**src/rtl/tsc_pkg.sv**
```systemverilog
// Shared types and widths for the sequential trigger-condition controller.
package tsc_pkg;

    localparam int ST_W   = 3;
    localparam int HOLD_W = 8;

    typedef enum logic [ST_W-1:0] {
        IDLE    = 3'd0,
        ARMED   = 3'd1,
        WAIT_R2 = 3'd2,
        HOLD    = 3'd3,
        FIRED   = 3'd4
    } state_t;

endpackage

```
**src/rtl/tsc_sat_counter.sv**
```systemverilog
// Up-counter that sticks at all-ones instead of wrapping.
module tsc_sat_counter #(
    parameter int W = 16
) (
    input  logic         clk,
    input  logic         rst,
    input  logic         inc,
    output logic [W-1:0] count
);

    always_ff @(posedge clk or negedge rst) begin
        if (!rst) begin
            count <= '0;
        end else if (inc && (count != '1)) begin
            count <= count + W'(1);
        end
    end

endmodule

```
**src/rtl/tsc_seq_ctrl.sv**
```systemverilog
// Ordered, windowed, held r1->r2 qualifier producing a sticky trigger.
module tsc_seq_ctrl
    import tsc_pkg::*;
#(
    parameter int WIN_W    = 8,
    parameter int HOLD_CNT = 4,
    parameter int CNT_W    = 16
) (
    input  logic             clk,
    input  logic             rst,
    input  logic             en,
    input  logic             clear,
    input  logic             r1,
    input  logic             r2,
    input  logic [WIN_W-1:0] window,
    output logic             trigger,
    output logic             armed,
    output logic [ST_W-1:0]  state_o,
    output logic [CNT_W-1:0] fire_cnt
);

    localparam logic [HOLD_W-1:0] HOLD_LIM = HOLD_W'(HOLD_CNT);
    localparam logic FIRE_NOW = (HOLD_LIM == HOLD_W'(1));

    state_t              state, nxt;
    logic [WIN_W-1:0]    win, win_n;
    logic [WIN_W-1:0]    lat, lat_n;
    logic [HOLD_W-1:0]   hold, hold_n;
    logic [HOLD_W-1:0]   hold_inc;
    logic                fire;

    assign hold_inc = hold + HOLD_W'(1);

    always_comb begin
        nxt    = state;
        win_n  = win;
        lat_n  = lat;
        hold_n = hold;
        if (clear) begin
            nxt    = IDLE;
            hold_n = '0;
        end else if (!en && (state != FIRED)) begin
            nxt    = IDLE;
            hold_n = '0;
        end else begin
            unique case (state)
                IDLE: nxt = ARMED;
                ARMED: begin
                    if (r1 && r2) begin
                        nxt    = FIRE_NOW ? FIRED : HOLD;
                        hold_n = HOLD_W'(1);
                    end else if (r1) begin
                        nxt   = WAIT_R2;
                        win_n = '0;
                        lat_n = window;
                    end
                end
                WAIT_R2: begin
                    if (r2) begin
                        nxt    = FIRE_NOW ? FIRED : HOLD;
                        hold_n = HOLD_W'(1);
                    end else if (win == lat) begin
                        nxt = ARMED;
                    end else begin
                        win_n = win + WIN_W'(1);
                    end
                end
                HOLD: begin
                    if (r2 && (hold_inc == HOLD_LIM)) begin
                        nxt    = FIRED;
                        hold_n = hold_inc;
                    end else if (r2) begin
                        hold_n = hold_inc;
                    end else begin
                        nxt    = ARMED;
                        hold_n = '0;
                    end
                end
                FIRED:   nxt = FIRED;
                default: nxt = IDLE;
            endcase
        end
    end

    assign fire = (nxt == FIRED) && (state != FIRED);

    always_ff @(posedge clk or negedge rst) begin
        if (!rst) begin
            state   <= IDLE;
            win     <= '0;
            lat     <= '0;
            hold    <= '0;
            trigger <= 1'b0;
            armed   <= 1'b0;
        end else begin
            state   <= nxt;
            win     <= win_n;
            lat     <= lat_n;
            hold    <= hold_n;
            trigger <= (nxt == FIRED);
            armed   <= (nxt == ARMED) || (nxt == WAIT_R2) || (nxt == HOLD);
        end
    end

    assign state_o = state;

    tsc_sat_counter #(.W(CNT_W)) u_fire_cnt (
        .clk   (clk),
        .rst   (rst),
        .inc   (fire),
        .count (fire_cnt)
    );

endmodule

```
**config.mk**
```make
export PLATFORM = sky130hd
export DESIGN_NAME = tsc_seq_ctrl
export DESIGN_NICKNAME = d
export VERILOG_FILES = /design/src/rtl/tsc_pkg.sv /design/src/rtl/tsc_sat_counter.sv /design/src/rtl/tsc_seq_ctrl.sv
export SDC_FILE = /design/constraint.sdc
export NUM_CORES = 1
export LEC_CHECK = 0
export ABC_AREA = 1
export BUFFER_PORTS_ARGS = -buffer_cell sky130_fd_sc_hd__buf_4
export CORE_ASPECT_RATIO = 0.5
export CORE_MARGIN = 4
export CORE_UTILIZATION = 50
export DETAILED_ROUTE_END_ITERATION = 12
export GPL_TIMING_DRIVEN = 0
export PLACE_DENSITY_LB_ADDON = 0.2
export SETUP_SLACK_MARGIN = 0.4
export SLEW_MARGIN = 15
export SYNTH_ARGS = -nofsm -noshare
export SYNTH_HDL_FRONTEND = slang
export SYNTH_HIERARCHICAL = 1
export SYNTH_SLANG_ARGS = --single-unit
export TNS_END_PERCENT = 20
```
**constraint.sdc**
```tcl
create_clock -name clk -period 4.6 [get_ports clk]
set_input_delay 0.92 -clock clk [delete_from_list [all_inputs] [get_ports clk]]
set_output_delay 0.92 -clock clk [all_outputs]
set_load 0.02 [all_outputs]
```
==> results of run 1 <==
[cells in the final DEF (no fill, tap or decap), types with 2 or more instances in the layout]
master	n
o22ai_1	2
ha_1	3
nor2_4	5
buf_2	2
nor3_2	2
inv_2	2
clkbuf_8	5
buf_4	34
nand3_1	26
dfrtp_1	45
clkbuf_1	4
nand2_1	136
o21ai_2	2
or2_2	2
inv_1	48
nand4_1	10
a21oi_1	8
xnor2_1	8
nor2_2	4
mux2_2	3
nor2_1	31
xor2_1	5
nand2_2	6
buf_6	2
o21ai_0	21
nand3b_1	3
[power groups by stage]
stage / clock network [uW] / registers (uW) / logic [uW]
finish: 238 / 444 / 102
global route: 264 / 448 / 118
CTS: 244 / 445 / 103
detailed placement: 0 / 452 / 103
global placement: 0 / 450 / 98.7
floorplan: 0 / 448 / 70.3
[worst reg2reg max path: cells and delay by family (launching register included)]
family	cells	cell delay, ns
AO/OA/AOI/OAI	1	0.17
buffers and inverters	5	0.59
flip-flops	1	0.46
AND/OR/NAND/NOR	10	1.00
[worst min-delay path by stage]
stage	slack, ns	startpoint	to	cells past startpoint
2_1_floorplan	0.47	win[7]	win[7]	2
3_5_place_dp	0.52	win[7]	win[7]	2
6_report	0.54	lat[4]	lat[4]	2
4_1_cts	0.54	lat[4]	lat[4]	2
5_1_grt	0.56	lat[2]	lat[2]	1
3_3_place_gp	0.50	win[7]	win[7]	2
[cell type report]
cell class | instances | area (um^2)
flip-flops and latches | 45 | 1130
repair buffers | 33 | 248
well taps | 70 | 87.6
clock buffers | 8 | 80.1
plain buffers | 7 | 48.8
inverters | 50 | 188
fillers | 477 | 1960
multi-input cells | 282 | 1400
[registers in the layout, indices dropped and copies added, names as in the netlist]
name	cells
trigger	1
armed	1
u_fire_cnt/count	16
win	8
state_o	3
lat	8
hold	8
[metrics by stage]
stage,hold slack [ns],cells,utilization [%],worst slack (ns)
2_1_floorplan,0.475,384,-,2.18
5_1_grt,0.559,495,61.9,1.91
3_5_place_dp,0.521,487,60.4,1.88
4_1_cts,0.543,495,61.9,2.19
6_report,0.538,495,61.9,2.15
3_3_place_gp,0.501,487,60.4,1.92
[routing by layer]
| layer | up-vias | part of all wire [%] | global-route usage (%) |
|---|---|---|---|
| li1 | 1285 | - | - |
| met1 | 1164 | 44 | 21.6 |
| met2 | 57 | 50 | 34.9 |
| met3 | 12 | 4.4 | 3.98 |
| met4 | 0 | 1.8 | 8.39 |
| met5 | - | 0 | 0 |
[kinds of logic (layout without fill, tap and decap cells)]
logic type               count (synthesis)  after routing  share of synthesized area, %
buffers and inverters                   57             98                          8.56
flip-flops                              45             45                          40.7
adder cells (fa/ha/maj)                  3              3                          1.36
AO/OA/AOI/OAI                           36             36                          7.11
multiplexers                             3              3                          1.22
AND/OR/NAND/NOR                        227            227                          36.9
XOR/XNOR                                13             13                          4.12
==> flow_summary.toml, run 1 <==
[setup_path]
regToRegSetupSlack_ns = 2.29
critical_path.cell_chain = "clkbuf_1 -> nand3_1 -> inv_1 -> nand3_1 -> nor2_1 -> nand2_1 -> nand2_1 -> nand4_1 -> inv_1 -> inv_1 -> nor2_1 -> nand2_1 -> nor2_1 -> nand3_1 -> nand2_1 -> inv_1"
path_delay_family = "simple AND/OR/NAND/NOR gates"
r2r_end = "u_fire_cnt/count[15]"
crit_arrival_ns = 2.65
reg2reg_depth = 16
cpPeakStageDelay_ns = 0.36
critPathRequiredTime_ns = 4.80
reg2reg_from = "state_o[1]"
path_class = "in -> reg"
path_depth = 16
crit_path_end = "u_fire_cnt/count[15]"
critPathMaxFanout = 10
critical_path.startpoint = "r2"
crit_path_end_kind = "flop"
crit_path_start_kind = "input pin"
slowest_stage = "clkbuf_1"
cp_num_buf_inv = 5

[timing]
rsz0062_at_grt = "false"
finClkSkew_ns = 0.00165
setup_viol = 0
slew_headroom_pct = 61.5
post-route-period-util_pct = 53.3
fmax_mhz = 408
maxSlewViolCount = 0
hold_viol_final = 0
finalSetupTns_ns = 0
worst_pin_slew_ns = 0.578
finalCriticalPeriod_ns = 2.45

[die]
io_pins = 35
chipHeight_um = 60.6
dieArea_um2 = 6850
die_x_um = 113
rows = 18
core_um2 = 5130
start_util_pct = 53.8

[power_and_ir_drop]
netSwitchingFraction_pct = 26.9
power_uw = 784
seqPwrFrac_pct = 56.7
p_switching_uw = 210
power_density_nw_per_um2 = 247
ir_drop_mv = 0.145
intPower_uw = 573
leakagePower_uw = 0.00163
pwr-share-clk_pct = 30.4
combPwrFrac_pct = 13.0

[final_layout]
design_area_um2 = 3180
antenna_cells = 0
areaGrowthSynthToFinish_pct = 15.0
final_nets = 441
drive_gt1_share_pct = 16.7

[route]
routed_wirelength_um = 5960
via_count = 2518
wl_per_cell_um = 12.0
viasPerCell = 5.09
drt_iter0_drc = 116
dr.pass1.iters = 5
drc = 0
ant_nets = 0

[synthesis]
yosys_most_used_dff = "dfrtp_1"
synth_area_leaders = "dfrtp_1 41%, nand2_1 18%, inv_1 6.5%"
ys_seq_area_share_pct = 40.7
synthTopCellsByCount = "136 x nand2_1, 48 x inv_1, 45 x dfrtp_1"
synth_nets = 401
synth.avg_cell_area_um2 = 7.20
yosysWarnings = 6
async_flop_share_pct = 100
synth_most_common_cell = "nand2_1"
synth_seq_cells = 45
synth_cell_type_count = 31
yosysTopAreaCell = "dfrtp_1"
synth_edf_count = 0
synth_top_area_share_pct = 40.7
syn_area_um2 = 2760
syn_inst = 384

[placed_design]
gp_congestion = 0.878
hpwl_um = 4390
placed_cell_area_um2 = 3100
port_buffers = 33

[global_route]
first_global_vias = 2417
grt_max_degree = 46
antenna_found_initial = 0
grtUsageTotal_pct = 18.8
overflow = 0
grt_pass1_wl_um = 10200

[clock_tree]
clockBufferDepth = 2
cts_resized = 0
cts_tree = "done"
clockRootBuffer = "clkbuf_8"
ctsHoldBuffers = 0
htreeDepth = 2
clkLatencyLatePin_ns = 0.30
path_clk_slew_ns = 0.08
cts_setup_buffers = 0
cts_buffers = 5
clock-sinks = 45

[run]
drv_cap = 0

[run_status]
status = "finished clean"

[hold_path]
hp-class = "reg -> reg"
No activity file was read; power rests on OpenSTA's default activity.
==> run 2, diff against run 1 <==
==> constraint.sdc (replaced) <==
create_clock -name clk -period 2.5 [get_ports clk]
set_input_delay 0.5 -clock clk [delete_from_list [all_inputs] [get_ports clk]]
set_output_delay 0.5 -clock clk [all_outputs]
set_load 0.02 [all_outputs]
==> flow_summary.toml, run 2 (synthesis results as in run 1) <==
[placed_design]
port_buffers = 33
gp_congestion = 0.878
placed_cell_area_um2 = 3100
hpwl_um = 4390
placed_cells = 487

[global_route]
first_global_vias = 2476
overflow = 0
grt_pass1_wl_um = 10500
antenna_found_initial = 0
grt_max_degree = 46
grtUsageTotal_pct = 19.2

[power_and_ir_drop]
leakagePower_uw = 0.00171
ir_drop_mv = 0.267
power_density_nw_per_um2 = 432

[setup_path]
path_class = "reg -> reg"
crit_arrival_ns = 2.30
critPathMaxFanout = 6
reg2reg_from = "hold[0]"
crit_path_start_kind = "flop"
crit_path_end_kind = "flop"
critPathRequiredTime_ns = 2.74
critical_path.startpoint = "hold[0]"

[final_layout]
largest_register_ffs = 16
mostFrequentLayoutCell = "nand2_1"
design_area_um2 = 3350
fin_util_pct = 65.3
stdcell_count = 509
largest_register = "u_fire_cnt/count"
drive_gt1_share_pct = 23.0
areaGrowthSynthToFinish_pct = 21.2
final_cell_mix = "133 x nand2_1, 45 x inv_1, 44 x buf_4"
final_nets = 455
fillers = 451
antenna_cells = 0

[clock_tree]
clockBufferDepth = 2
cts_buffers = 5
cts_tree = "done"
clkLatencyLatePin_ns = 0.30
path_clk_slew_ns = 0.08
htreeDepth = 2
clockRootBuffer = "clkbuf_8"
clock-sinks = 45

[die]
io_pins = 35
core_um2 = 5130
die_x_um = 113
start_util_pct = 53.8
rows = 18
dieArea_um2 = 6850
chipHeight_um = 60.6

[route]
routed_wirelength_um = 6320
wl_per_cell_um = 12.4
ant_nets = 0
drc = 0
viasPerCell = 5.11
dr.pass1.iters = 6
via_count = 2602
drt_iter0_drc = 110

[run]
drv_cap = 0

[timing]
slew_headroom_pct = 61.4
maxSlewViolCount = 0
worst_pin_slew_ns = 0.579
rsz0062_at_grt = "true"
finClkSkew_ns = 0.00605
finalSetupTns_ns = 0
fmax_mhz = 486
post-route-period-util_pct = 82.3
finalCriticalPeriod_ns = 2.06
setup_viol = 0
hold_viol_final = 0

[hold_path]
hp-class = "in -> async"

[run_status]
status = "finished clean"
-- run 2: changes by cell type in the layout (fill, tap and decap cells not counted), sizes merged --
cell,change
buf,+14
-- run 2: layout make-up --
class	count	area, um^2	area share, %
plain buffers	7	48.8	1.46
clock buffers	8	80.1	2.39
repair buffers	47	362	10.8
flip-flops and latches	45	1130	33.7
well taps	70	87.6	2.61
inverters	50	188	5.60
multi-input cells	282	1460	43.4
-- run 2: path summary, 6_finish.rpt --
check	cells after the start	to	slack, ns
hold / removal	1	u_fire_cnt/count[2]	0.20
setup / recovery	16	u_fire_cnt/count[13]	0.44
max in group asynchronous	1	state_o[1]	1.87
hold reg to reg	2	lat[4]	0.54
setup reg to reg	16	u_fire_cnt/count[13]	0.44
min in group clk	2	lat[6]	0.43
-- run 2: per-layer routing --
layer	GRT usage, %	wire (um)	vias to the layer above
met1	21.8	2710	1210
met5	0	0	-
met3	4.38	320	10
li1	-	-	1314
met2	35.6	3220	68
met4	8.90	78	0
-- run 2: report_power, final --
| part | internal (uW) | switching, uW | leakage, uW |
|---|---|---|---|
| Sequential | 774 | 42.0 | 0.000556 |
| Clock | 199 | 241 | 0.0000395 |
| Combinational | 84.9 | 108 | 0.00112 |
-- run 2: per-stage QoR --
stage | total power [uW] | hold WS (ns) | setup slack, ns
detailed placement | 1020 | 0.521 | 0.205
global route | 1530 | 0.242 | 0.224
finish | 1450 | 0.196 | 0.443
global placement | 1010 | 0.501 | 0.239
CTS | 1460 | 0.217 | 0.422
floorplan | 953 | 0.204 | 0.449
-- run 2: worst max-delay path: stages, from the launching register on --
cell     delay (ns)
dfrtp_1        0.44
ha_4           0.19
nand2_4        0.06
nor2_4         0.11
nand2_1        0.05
nand2_1        0.07
nand2_2        0.05
nor2_1         0.09
nand2_1        0.09
nand2_1        0.10
nand4_1        0.09
inv_2          0.10
inv_2          0.06
nor2_4         0.15
buf_2          0.22
nand2_1        0.07
nand2_1        0.05
-- run 2: timing repair --
item,in CTS,in global routing
resized for setup,6,20
pin swaps,1,14
gates cloned,0,2
hold buffers,0,0
setup buffers,6,6
setup endpoints to repair,13,16
==> run 3, diff against run 2 <==
==> constraint.sdc (replaced) <==
create_clock -name clk -period 1.8 [get_ports clk]
set_input_delay 0.36 -clock clk [delete_from_list [all_inputs] [get_ports clk]]
set_output_delay 0.36 -clock clk [all_outputs]
set_load 0.02 [all_outputs]
==> flow_summary.toml, run 3 (synthesis results as in run 1) <==
[clock_tree]
clock-sinks = 45
clkLatencyLatePin_ns = 0.30
cts_tree = "done"
path_clk_slew_ns = 0.09
clockBufferDepth = 2
ctsHoldBuffers = 0
cts_buffers = 5
clockRootBuffer = "clkbuf_8"
htreeDepth = 2

[die]
die_x_um = 113
start_util_pct = 53.8
chipHeight_um = 60.6
core_um2 = 5130
dieArea_um2 = 6850
io_pins = 35
rows = 18

[placed_design]
gp_congestion = 0.844
port_buffers = 33
placed_cells = 487
hpwl_um = 4560

[final_layout]
fin_util_pct = 69.2
areaGrowthSynthToFinish_pct = 28.6
final_nets = 461
largest_register_ffs = 16
drive_gt1_share_pct = 28.8
final_cell_mix = "127 x nand2_1, 44 x buf_4, 42 x inv_1"
antenna_cells = 0
fillers = 412
largest_register = "u_fire_cnt/count"
mostFrequentLayoutCell = "nand2_1"
stdcell_count = 515

[timing]
worst_pin_slew_ns = 0.584
rsz0062_at_grt = "true"
hold_viol_final = 0
slew_headroom_pct = 61.1
finClkSkew_ns = 0.00659
layout_setup_ws_ns = -0.302
maxSlewViolCount = 0
post-route-period-util_pct = 117
finalCriticalPeriod_ns = 2.10
setup_viol = 19
fmax_mhz = 476
finalSetupTns_ns = -4.64

[run]
drv_cap = 0

[run_status]
failed_checks = "setup timing"
status = "finished, violations left"

[route]
drc = 0
drt_iter0_drc = 118
routed_wirelength_um = 6770
viasPerCell = 5.19
via_count = 2674
dr.pass1.iters = 4
wl_per_cell_um = 13.1
ant_nets = 0

[power_and_ir_drop]
power_density_nw_per_um2 = 630
power_uw = 2240
leakagePower_uw = 0.00177
ir_drop_mv = 0.314

[global_route]
grtUsageTotal_pct = 20.1
first_global_vias = 2514
grt_max_degree = 46
antenna_found_initial = 0
overflow = 0
grt_pass1_wl_um = 11000

[setup_path]
critPathRequiredTime_ns = 2.00
crit_arrival_ns = 2.30
r2r_end = "u_fire_cnt/count[15]"
crit_path_start_kind = "flop"
regToRegSetupSlack_ns = -0.30
reg2reg_depth = 16
critPathMaxFanout = 6
path_class = "reg -> reg"
reg2reg_from = "state_o[1]"
crit_path_end_kind = "flop"

[hold_path]
hp-class = "in -> async"
## run 3: per-stage QoR
step	setup WS [ns]	hold slack [ns]	instance area [um^2]
finish	-0.302	0.0536	3550
global route	-0.456	0.0930	3550
CTS	-0.244	0.0759	3470
detailed placement	-0.423	0.410	3110
global placement	-0.427	0.401	3110
floorplan	-0.0971	0.0644	2780
## run 3: per-layer routing
| metal | up-vias | global-route usage, % | share of wire (%) |
|---|---|---|---|
| li1 | 1323 | - | - |
| met1 | 1272 | 24.8 | 44 |
| met2 | 71 | 37.1 | 51 |
| met3 | 8 | 4.28 | 4.8 |
| met4 | 0 | 4.79 | 0.81 |
| met5 | - | 0 | 0 |
## run 3: worst max-delay path by stage
stage          startpoint              endpoint  slack, ns  cells past startpoint
4_1_cts           hold[0]  u_fire_cnt/count[15]      -0.24                     17
3_3_place_gp      hold[0]  u_fire_cnt/count[15]      -0.43                     18
2_1_floorplan     hold[1]  u_fire_cnt/count[15]       -0.1                     18
6_report       state_o[1]  u_fire_cnt/count[15]      -0.30                     16
5_1_grt           hold[1]  u_fire_cnt/count[15]      -0.46                     18
3_5_place_dp      hold[0]  u_fire_cnt/count[15]      -0.42                     18
## run 3: what timing repair did
item,in CTS,in global routing
cloned,2,0
pin swaps,22,21
setup endpoints to repair,44,46
gates resized for setup,44,21
buffers inserted,15,3
## run 3: area by class of cell
cell class	count	area, um^2	share of cell area, %
sequential	45	1130	31.9
tap	70	87.6	2.46
clock buffer	7	86.3	2.43
inverter	50	193	5.42
timing repair buffer	53	432	12.1
multi-input combinational	282	1530	43.2
clock inverter	1	30.0	0.845
buffer	7	58.8	1.65
## run 3: critical path, cell delays in order (launching register included)
cell and delay, ns:
dfrtp_2 0.42, nor2_2 0.17, nand2_2 0.10, nand2_1 0.08, nand2_2 0.09, inv_4 0.11
o21ai_1 0.12, inv_1 0.13, nand4_1 0.18, inv_2 0.13, inv_4 0.05, nor2_2 0.08
nand2_1 0.06, nor2_2 0.12, nand3_1 0.07, nand2_1 0.06, inv_1 0.03
## run 3: report_power, final
part / internal [uW] / leakage, uW / switching [uW]
sequential: 1080 / 0.000553 / 59.5
clock: 453 / 0.0000585 / 352
combinational: 129 / 0.00116 / 167
